`config.mk`:
```
export PLATFORM = sky130hd
export DESIGN_NAME = contador_plazas
export DESIGN_NICKNAME = d
export VERILOG_FILES = /design/src/rtl/contador_plazas.sv
export SDC_FILE = /design/constraint.sdc
export NUM_CORES = 1
export LEC_CHECK = 0
export CORE_ASPECT_RATIO = 1.2
export CORE_MARGIN = 2
export CORE_UTILIZATION = 30
export DETAILED_ROUTE_END_ITERATION = 8
export GPL_TIMING_DRIVEN = 0
export PLACE_DENSITY = 0.57
export SYNTH_ARGS = -nofsm -noshare
export SYNTH_HDL_FRONTEND = slang
export SYNTH_SLANG_ARGS = --single-unit
```
`constraint.sdc`:
```
create_clock -name clk -period 9.45 [get_ports clk]
set_clock_uncertainty 0.1 [all_clocks]
set_input_delay 2.835 -clock clk [delete_from_list [all_inputs] [get_ports clk]]
set_output_delay 2.835 -clock clk [all_outputs]
set_load 0.01 [all_outputs]
```
`src/rtl/contador_plazas.sv`:
```
// Parking-lot occupancy counter: edge-detects entry/exit pulses from the direction
// detector, tracks occupied spaces and presents free spaces as two BCD digits.
module contador_plazas #(
  parameter int CAPACIDAD = 20,
  parameter int W         = 7
) (
  input  logic         clk,
  input  logic         rst,
  input  logic         entrada,
  input  logic         salida,
  input  logic         clr_error,
  output logic [W-1:0] ocupados,
  output logic [3:0]   libres_dec,
  output logic [3:0]   libres_uni,
  output logic         lleno,
  output logic         vacio,
  output logic         err_lleno,
  output logic         err_vacio
);

  localparam logic [W-1:0] CAP = W'(CAPACIDAD);

  logic         entrada_prev;
  logic         salida_prev;
  logic         ev_in;
  logic         ev_out;
  logic [W-1:0] ocupados_next;
  logic         set_lleno;
  logic         set_vacio;
  logic [W-1:0] libres;
  logic [6:0]   libres7;

  assign ev_in  = entrada & ~entrada_prev;
  assign ev_out = salida  & ~salida_prev;

  assign lleno  = (ocupados == CAP);
  assign vacio  = (ocupados == '0);
  assign libres = CAP - ocupados;

  // A simultaneous entry and exit is a net-zero move, so it never flags an error.
  always_comb begin
    // NOTE: every signal assigned here gets a default first, so no path leaves it
    // unassigned and no latch is inferred.
    ocupados_next = ocupados;
    set_lleno     = 1'b0;
    set_vacio     = 1'b0;
    unique case ({ev_in, ev_out})
      2'b10: begin
        if (lleno) set_lleno = 1'b1;
        else       ocupados_next = ocupados + 1'b1;
      end
      2'b01: begin
        if (vacio) set_vacio = 1'b1;
        else       ocupados_next = ocupados - 1'b1;
      end
      default: ;
    endcase
  end

  always_ff @(posedge clk) begin
    // NOTE: state registers use non-blocking assignments so every flop samples the
    // pre-edge values regardless of statement order.
    if (rst) begin
      ocupados     <= '0;
      entrada_prev <= 1'b0;
      salida_prev  <= 1'b0;
      err_lleno    <= 1'b0;
      err_vacio    <= 1'b0;
    end else begin
      ocupados     <= ocupados_next;
      entrada_prev <= entrada;
      salida_prev  <= salida;
      // A new error in the same cycle as clr_error wins.
      err_lleno    <= set_lleno | (err_lleno & ~clr_error);
      err_vacio    <= set_vacio | (err_vacio & ~clr_error);
    end
  end

  // Tens digit by compare against 10..90; the largest threshold reached is the digit.
  always_comb begin
    libres7    = 7'(libres);
    libres_dec = 4'd0;
    for (int t = 1; t <= 9; t++) begin
      if (libres7 >= 7'(t * 10)) libres_dec = 4'(t);
    end
    libres_uni = 4'(libres7 - 7'(libres_dec * 4'd10));
  end

  a_cap: assert property (@(posedge clk) disable iff (rst) ocupados <= CAP);

endmodule

```
==> flow_summary.toml, run 1 <==
[clock_network]
cts_tree = "done"
numCtsBuffers = 3
post_cts_buffers = 0
htree_num_levels = 1
cts.repair.resized = 0
ctsHoldBuffers = 0
max-clock-path-buffers = 2
clockRootBuffer = "clkbuf_8"
clk_latency_ns = 0.24
clkTransAtPathRegs_ns = 0.05
clock_sinks = 11

[grt]
grt_overflow_total = 0
grt_max_degree = 11
grt.total_usage = 0.138
grt_pass1_wl_um = 5710
grt_pass1_vias = 1223
antenna_found_initial = 0

[synth]
async_flop_share = 0
synth_top_area_frac = 0.164
synth_cells = 179
synth_commonest_cells = "nor2_1, nand2_1, a21oi_1"
post_synth.cell_area_avg_sq_um = 7.52
synth.most_common_cell = "nor2_1"
synth.distinct_cells = 54
synth_area_sq_um = 1350
seq_area_frac_synth = 0.164
yosysWarningCount = 0
yosys_most_used_dff = "dfxtp_1"
ys_ff_latch = 11
synth_edf_count = 0
synthesis.nets = 194
synth_area_leaders = "dfxtp_1, ha_1, nor2_1"
yosysTopAreaCell = "dfxtp_1"

[critical_path]
crit_type = "reg -> out"
cpLargestDelayFamily = "buffers and inverters"
worst-path-buf-inv = 5
crit_chain = "buf_4 -> inv_1 -> ha_1 -> clkbuf_1 -> nor2_1 -> o21ba_2 -> o2bb2ai_1 -> a21oi_1 -> o211ai_1 -> a21oi_1 -> o32ai_1 -> ha_1 -> inv_1 -> fa_1 -> xor2_1 -> xnor2_1 -> clkdlybuf4s50_1"
ff2ff_path_depth = 9
crit_arrival_ns = 4.28
crit_path_top_delay_cell = "clkdlybuf4s50_1"
crit_path_end_kind = "output pin"
path_depth = 17
startpoint_type = "flop"
cpPeakStageDelay_ns = 0.54
cp.required_ns = 6.52
crit_fanout = 9

[sta]
worst_slew_pin_slew_ns = 0.492
finalWorstPathRequiredPeriod_ns = 7.21
relSlewSlack = 0.668
final_hold_viol_count = 0
fin_crit_sh = 0.763
tns_ns = 0
finalSetupViolCount = 0
grt_setup_unrepaired = "no"
maxSlewViolCount = 0
max_clock_freq_mhz = 139

[pwr]
p_per_area_nw_per_um2 = 234
ir_drop_mv = 0.0899
total_power_uw = 397
leakage_uw = 0.000716

[route]
route.met3.wl_um = 72
met2_length_um = 1600
dr.max_layer_used = "met4"
wl_um = 3280
first_pass_iters = 4
drc = 0
vias_per_cell = 5.03
ant_nets = 0
wl_met1_um = 1590
routedWlPerCell_um = 12.5
num_vias = 1318
drt_iter0_markers = 36

[layout]
nets = 222
utilization = 0.394
fin_area_sq_um = 1690
nFillCells = 465
areaGrowthSynthToFinish_pct = 25.7
final_layout_size_suffix_gt1_frac = 0.136
stdcell_count = 262
diodes = 0

[floorplan]
fp.dieArea_sq_um = 5040
fp.dieH_um = 77.4
core_sq_um = 4290
die_w_um = 65.2
io_pins = 24
initial_core_util = 0.314
num_rows = 26

[placed_design]
port-buffer-count = 23
placed_cell_area_sq_um = 1650
place_congestion = 0.835
dp.cells = 258
dp_hpwl_um = 2540

[worst_hold_path]
hold_depth = 3
hp-class = "reg -> reg"

[status]
status = "completed"

[flow_run]
drv_cap = 0
power breakdown:
| group | internal [uW] | switching (uW) |
|---|---|---|
| clock | 29.7 | 18.1 |
| combinational | 148 | 142 |
| sequential | 52.3 | 6.24 |
| total | 230 | 167 |
per-layer routing:
metal	vias to the layer above	GRT usage
li1	688	-
met2	24	0.227
met1	604	0.196
met5	-	0
met4	0	0.0313
met3	2	0.0130
flip-flops by register name, summed over array words and instances (netlist names):
name and flops:
ocupados 7, entrada_prev 1, err_lleno 1, err_vacio 1, salida_prev 1
area by class of cell:
class / instances / area [sq um] / area share
multi-input combinational: 145 / 1010 / 0.600
timing repair buffer: 23 / 230 / 0.136
sequential: 11 / 220 / 0.130
buffer: 13 / 73.8 / 0.0436
tap: 56 / 70.1 / 0.0414
clock buffer: 4 / 45.0 / 0.0266
inverter: 10 / 37.5 / 0.0222
cell families (layout without fill, tap and decap cells):
logic type | after synthesis | in the layout | synth area share
AND/OR/NAND/NOR | 64 | 64 | 0.247
adder cells (fa/ha/maj) | 10 | 10 | 0.104
XOR/XNOR | 11 | 11 | 0.0771
AO/OA/AOI/OAI | 55 | 55 | 0.287
flip-flops | 11 | 11 | 0.164
multiplexers | 5 | 5 | 0.0381
buffers and inverters | 23 | 50 | 0.0827
cells in the final DEF, fill, tap and decap left out, drive strengths merged, types with 2 or more instances in the layout:
cell type      Yosys  final
o21ai             11     11
o211ai             4      4
or3                2      2
xnor2              7      7
o2bb2ai            2      2
mux2i              4      4
a211oi             3      3
nor2              19     19
clkbuf             3      7
clkdlybuf4s50      0     23
nor4               2      2
ha                 8      8
a21oi             14     14
buf               10     10
dfxtp             11     11
xor2               4      4
nor3               4      4
nor2b              7      7
nand2b             7      7
inv               10     10
a21boi             2      2
a21o               5      5
fa                 2      2
nand2             18     18
worst paths after layout:
path / startpoint / to / slack, ns
worst max-delay path: ocupados[1]$_SDFFE_PP0P_ / libres_uni[3] / 2.24
worst min-delay path: err_vacio$_SDFF_PP0_ / err_vacio$_SDFF_PP0_ / 0.50
worst max register to register: entrada_prev$_SDFF_PP0_ / ocupados[6]$_SDFFE_PP0P_ / 6.89
worst min register to register: err_vacio$_SDFF_PP0_ / err_vacio$_SDFF_PP0_ / 0.50
worst register-to-register path, cell delays in order (launching register included):
cell      delay [ns]
dfxtp_1         0.30
nand2b_1        0.11
and3_1          0.34
ha_1            0.33
a21o_1          0.17
a21oi_1         0.24
o21bai_1        0.11
a21oi_1         0.19
mux2i_1         0.22
mux2_2          0.34
through the flow:
step                setup WS, ns  hold WS (ns)
CTS                         2.20         0.515
finish                      2.24         0.497
floorplan                   3.05         0.507
global placement            2.47         0.484
detailed placement          2.48         0.489
global route                1.91         0.560
Power figures use the tool's default switching activity.
==> inputs of run 2 (changes only) <==
--- a/config.mk
+++ b/config.mk
@@ -10,7 +10,7 @@
 export CORE_UTILIZATION = 30
 export DETAILED_ROUTE_END_ITERATION = 8
 export GPL_TIMING_DRIVEN = 0
-export PLACE_DENSITY = 0.57
+export PLACE_DENSITY = 0.59
 export SYNTH_ARGS = -nofsm -noshare
 export SYNTH_HDL_FRONTEND = slang
 export SYNTH_SLANG_ARGS = --single-unit
==> constraint.sdc (replaced) <==
create_clock -name clk -period 6 [get_ports clk]
set_clock_uncertainty 0.1 [all_clocks]
set_input_delay 1.8 -clock clk [delete_from_list [all_inputs] [get_ports clk]]
set_output_delay 1.8 -clock clk [all_outputs]
set_load 0.01 [all_outputs]
==> flow_summary.toml, run 2 (synthesized netlist as in run 1, its figures left out) <==
[route]
ant_nets = 0
drt_iter0_markers = 39
routedWlPerCell_um = 12.4
drc = 0
wl_um = 3250
vias_per_cell = 4.99
first_pass_iters = 4
num_vias = 1302

[layout]
areaGrowthSynthToFinish_pct = 28.6
final_layout_size_suffix_gt1_frac = 0.151
final_common_cell = "clkdlybuf4s50_1"
top_register = "ocupados"
nFillCells = 462
fin_area_sq_um = 1730
diodes = 0
largest_reg_flops = 7
final_cell_mix = "clkdlybuf4s50_1, nor2_1, nand2_1"
nets = 221
stdcell_count = 261

[grt]
grt_pass1_vias = 1267
grt.total_usage = 0.141
grt_overflow_total = 0
grt_max_degree = 11
grt_pass1_wl_um = 5670
antenna_found_initial = 0

[placed_design]
pre_cts_ws_ns = 0.0194
dp_hpwl_um = 2500
placed_cell_area_sq_um = 1650
place_congestion = 0.804
dp.cells = 258
port-buffer-count = 23

[clock_network]
htree_num_levels = 1
numCtsBuffers = 3
cts_tree = "done"
clockRootBuffer = "clkbuf_8"
clock_sinks = 11
clkTransAtPathRegs_ns = 0.05
max-clock-path-buffers = 2
clk_latency_ns = 0.25
ctsHoldBuffers = 0

[sta]
final_hold_viol_count = 0
grt_setup_unrepaired = "no"
finalSetupViolCount = 0
maxSlewViolCount = 0
fin_crit_sh = 0.961
worst_slew_pin_slew_ns = 0.467
relSlewSlack = 0.685
timing.final.ws_setup_ns = 0.231
max_clock_freq_mhz = 173
hold_slack_ns = 0.490
tns_ns = 0
finalWorstPathRequiredPeriod_ns = 5.77

[critical_path]
crit_type = "reg -> out"
crit_arrival_ns = 3.87
crit_path_end_kind = "output pin"
cp.required_ns = 4.10
startpoint_type = "flop"
crit_fanout = 10

[floorplan]
core_sq_um = 4290
num_rows = 26
io_pins = 24
initial_core_util = 0.314
die_w_um = 65.2
fp.dieArea_sq_um = 5040
fp.dieH_um = 77.4

[pwr]
leakage_uw = 0.000721
ir_drop_mv = 0.143
p_per_area_nw_per_um2 = 372

[worst_hold_path]
hp-class = "reg -> reg"

[status]
status = "completed"

[flow_run]
drv_cap = 0
==> run 2: worst paths after layout <==
| path | from | to | slack [ns] | depth (start not counted) |
|---|---|---|---|---|
| max | ocupados[0]$_SDFFE_PP0P_ | libres_uni[3] | 0.23 | 16 |
| min reg2reg | err_vacio$_SDFF_PP0_ | err_vacio$_SDFF_PP0_ | 0.49 | 3 |
| min | err_vacio$_SDFF_PP0_ | err_vacio$_SDFF_PP0_ | 0.49 | 3 |
| max reg2reg | entrada_prev$_SDFF_PP0_ | ocupados[6]$_SDFFE_PP0P_ | 3.45 | 11 |
==> run 2: final cells by class <==
class	instances	area [sq um]	area share
repair buffers	23	230	0.133
well taps	56	70.1	0.0405
plain buffers	12	73.8	0.0426
multi-input cells	145	1050	0.608
inverters	10	37.5	0.0217
clock buffers	4	45.0	0.0260
flip-flops and latches	11	221	0.128
==> run 2: critical path, cell delays in order, from the launching register on <==
cell and delay, ns:
dfxtp_1 0.35, buf_6 0.16, inv_1 0.11, ha_4 0.34, nor2_1 0.06, o21ba_2 0.19, o2bb2ai_1 0.14, a21oi_1 0.08
o211ai_1 0.25, a21oi_1 0.12, o32ai_2 0.30, ha_1 0.19, inv_1 0.04, fa_1 0.40, xor2_1 0.20, xnor2_1 0.13
clkdlybuf4s50_1 0.54
==> run 2: timing repair <==
action / CTS / global route
endpoints found under the setup margin: 1 / 1
pin swaps: 0 / 1
resized for setup: 2 / 5
buffers inserted: 0 / 0
==> run 2: routing by layer <==
metal | GRT usage | wire length (um)
met1 | 0.177 | 1540
met2 | 0.237 | 1580
met3 | 0.0145 | 84
met4 | 0.0688 | 45
met5 | 0 | 0
==> run 2: through the flow <==
stage,power (uW),utilization
6_report,644,0.403
5_1_grt,702,0.403
4_1_cts,641,0.395
3_5_place_dp,554,0.383
3_3_place_gp,552,0.383
2_1_floorplan,392,-
==> run 2: power breakdown <==
group | internal (uW) | switching [uW]
Combinational | 246 | 228
Clock | 46.9 | 30.7
Sequential | 82.6 | 10.5
==> inputs of run 3 (changes only) <==
--- a/config.mk
+++ b/config.mk
@@ -10,7 +10,6 @@
 export CORE_UTILIZATION = 30
 export DETAILED_ROUTE_END_ITERATION = 8
 export GPL_TIMING_DRIVEN = 0
-export PLACE_DENSITY = 0.59
 export SYNTH_ARGS = -nofsm -noshare
 export SYNTH_HDL_FRONTEND = slang
 export SYNTH_SLANG_ARGS = --single-unit
==> flow_summary.toml, run 3 (synthesized netlist as in run 1, its figures left out) <==
[status]
status = "completed"

[critical_path]
cp.required_ns = 4.10
crit_arrival_ns = 3.80
startpoint_type = "flop"
ff2ff_path_depth = 9
crit_path_end_kind = "output pin"
crit_type = "reg -> out"
crit_fanout = 10

[sta]
max_clock_freq_mhz = 176
fin_crit_sh = 0.949
finalSetupViolCount = 0
finalWorstPathRequiredPeriod_ns = 5.70
tns_ns = 0
relSlewSlack = 0.668
grt_setup_unrepaired = "no"
maxSlewViolCount = 0
final_hold_viol_count = 0
worst_slew_pin_slew_ns = 0.492
hold_slack_ns = 0.498

[pwr]
p_int_uw = 374
pwr-share-seq = 0.146
p_per_area_nw_per_um2 = 368
switching_share = 0.414
ir_drop_mv = 0.177
comb_power_share = 0.738
total_power_uw = 638
leakage_uw = 0.000722
p_sw_uw = 264
clkPwrFrac = 0.116

[clock_network]
htree_num_levels = 1
cts_tree = "done"
clock_sinks = 11
numCtsBuffers = 3
clockRootBuffer = "clkbuf_8"
clkTransAtPathRegs_ns = 0.05
max-clock-path-buffers = 2
clk_latency_ns = 0.24

[layout]
final_layout_size_suffix_gt1_frac = 0.151
diodes = 0
largest_reg_flops = 7
nets = 221
fin_area_sq_um = 1730
top_register = "ocupados"
utilization = 0.403
final_common_cell = "clkdlybuf4s50_1"
areaGrowthSynthToFinish_pct = 28.6
final_cell_mix = "clkdlybuf4s50_1, nor2_1, nand2_1"

[route]
wl_um = 3110
drc = 0
routedWlPerCell_um = 11.9
num_vias = 1266
drt_iter0_markers = 58
vias_per_cell = 4.85
first_pass_iters = 4
ant_nets = 0

[placed_design]
dp_hpwl_um = 2470
port-buffer-count = 23
place_congestion = 0.835
placed_cell_area_sq_um = 1650

[grt]
grt.busiest_layer = "met2"
grt.total_usage = 0.134
use_met2 = 0.228
grt_pass1_wl_um = 5460
grt_overflow_total = 0
grt_max_degree = 11
grt_use_met3 = 0.0145
antenna_found_initial = 0
use_met1 = 0.172
grt_pass1_vias = 1248

[floorplan]
fp.dieArea_sq_um = 5040
num_rows = 26
io_pins = 24
initial_core_util = 0.314
fp.dieH_um = 77.4
die_w_um = 65.2
core_sq_um = 4290

[worst_hold_path]
hp-class = "reg -> reg"
hold_depth = 3

[flow_run]
drv_cap = 0
-- run 3: metrics by stage --
step                      setup slack [ns]  std cells
after CTS                           0.0598        261
final                                0.304        261
after global routing                0.0195        261
after floorplan                      0.637        179
after global placement              0.0921        258
after detailed placement            0.0519        258
-- run 3: path summary, 6_finish.rpt --
check                                 from                       end  slack [ns]
hold reg to reg       err_vacio$_SDFF_PP0_      err_vacio$_SDFF_PP0_        0.50
setup / recovery  ocupados[0]$_SDFFE_PP0P_             libres_uni[3]        0.30
hold / removal        err_vacio$_SDFF_PP0_      err_vacio$_SDFF_PP0_        0.50
setup reg to reg   entrada_prev$_SDFF_PP0_  ocupados[6]$_SDFFE_PP0P_        3.45
-- run 3: critical path, cell delays in order, from the launching register on --
cell and delay [ns]:
dfxtp_1 0.35, buf_6 0.16, inv_1 0.11, ha_4 0.34
nor2_1 0.06, o21ba_2 0.19, o2bb2ai_1 0.14, a21oi_1 0.08
o211ai_1 0.26, a21oi_1 0.13, o32ai_2 0.25, ha_1 0.19
inv_1 0.04, fa_1 0.39, xor2_1 0.19, xnor2_1 0.13
clkdlybuf4s50_1 0.54
-- run 3: timing repair --
item / 4_1_cts / 5_1_grt
gates resized for setup: 2 / 5
pin swaps: 0 / 2
hold endpoints to repair: 0 / 0
setup endpoints to repair: 1 / 1
hold buffers: 0 / 0
setup buffers: 0 / 0
-- run 3: area by class of cell --
class,instances,area [sq um]
Timing Repair Buffer,23,230
Tap cell,56,70.1
Multi-Input combinational cell,145,1050
Clock buffer,4,45.0
Sequential cell,11,221
Inverter,10,37.5
Fill cell,463,2560
Buffer,12,73.8
-- run 3: power by group through the flow --
stage | clock network [uW] | logic (uW) | registers [uW]
3_3_place_gp | 0 | 458 | 93.4
6_report | 73.8 | 471 | 93.3
3_5_place_dp | 0 | 459 | 93.4
4_1_cts | 77.3 | 467 | 92.0
2_1_floorplan | 0 | 296 | 95.7
5_1_grt | 80.6 | 524 | 94.6
-- run 3: metal layers --
layer	up-vias	routed length, um
li1	680	-
met1	562	1490
met2	21	1500
met3	3	95
met4	0	34
met5	-	0
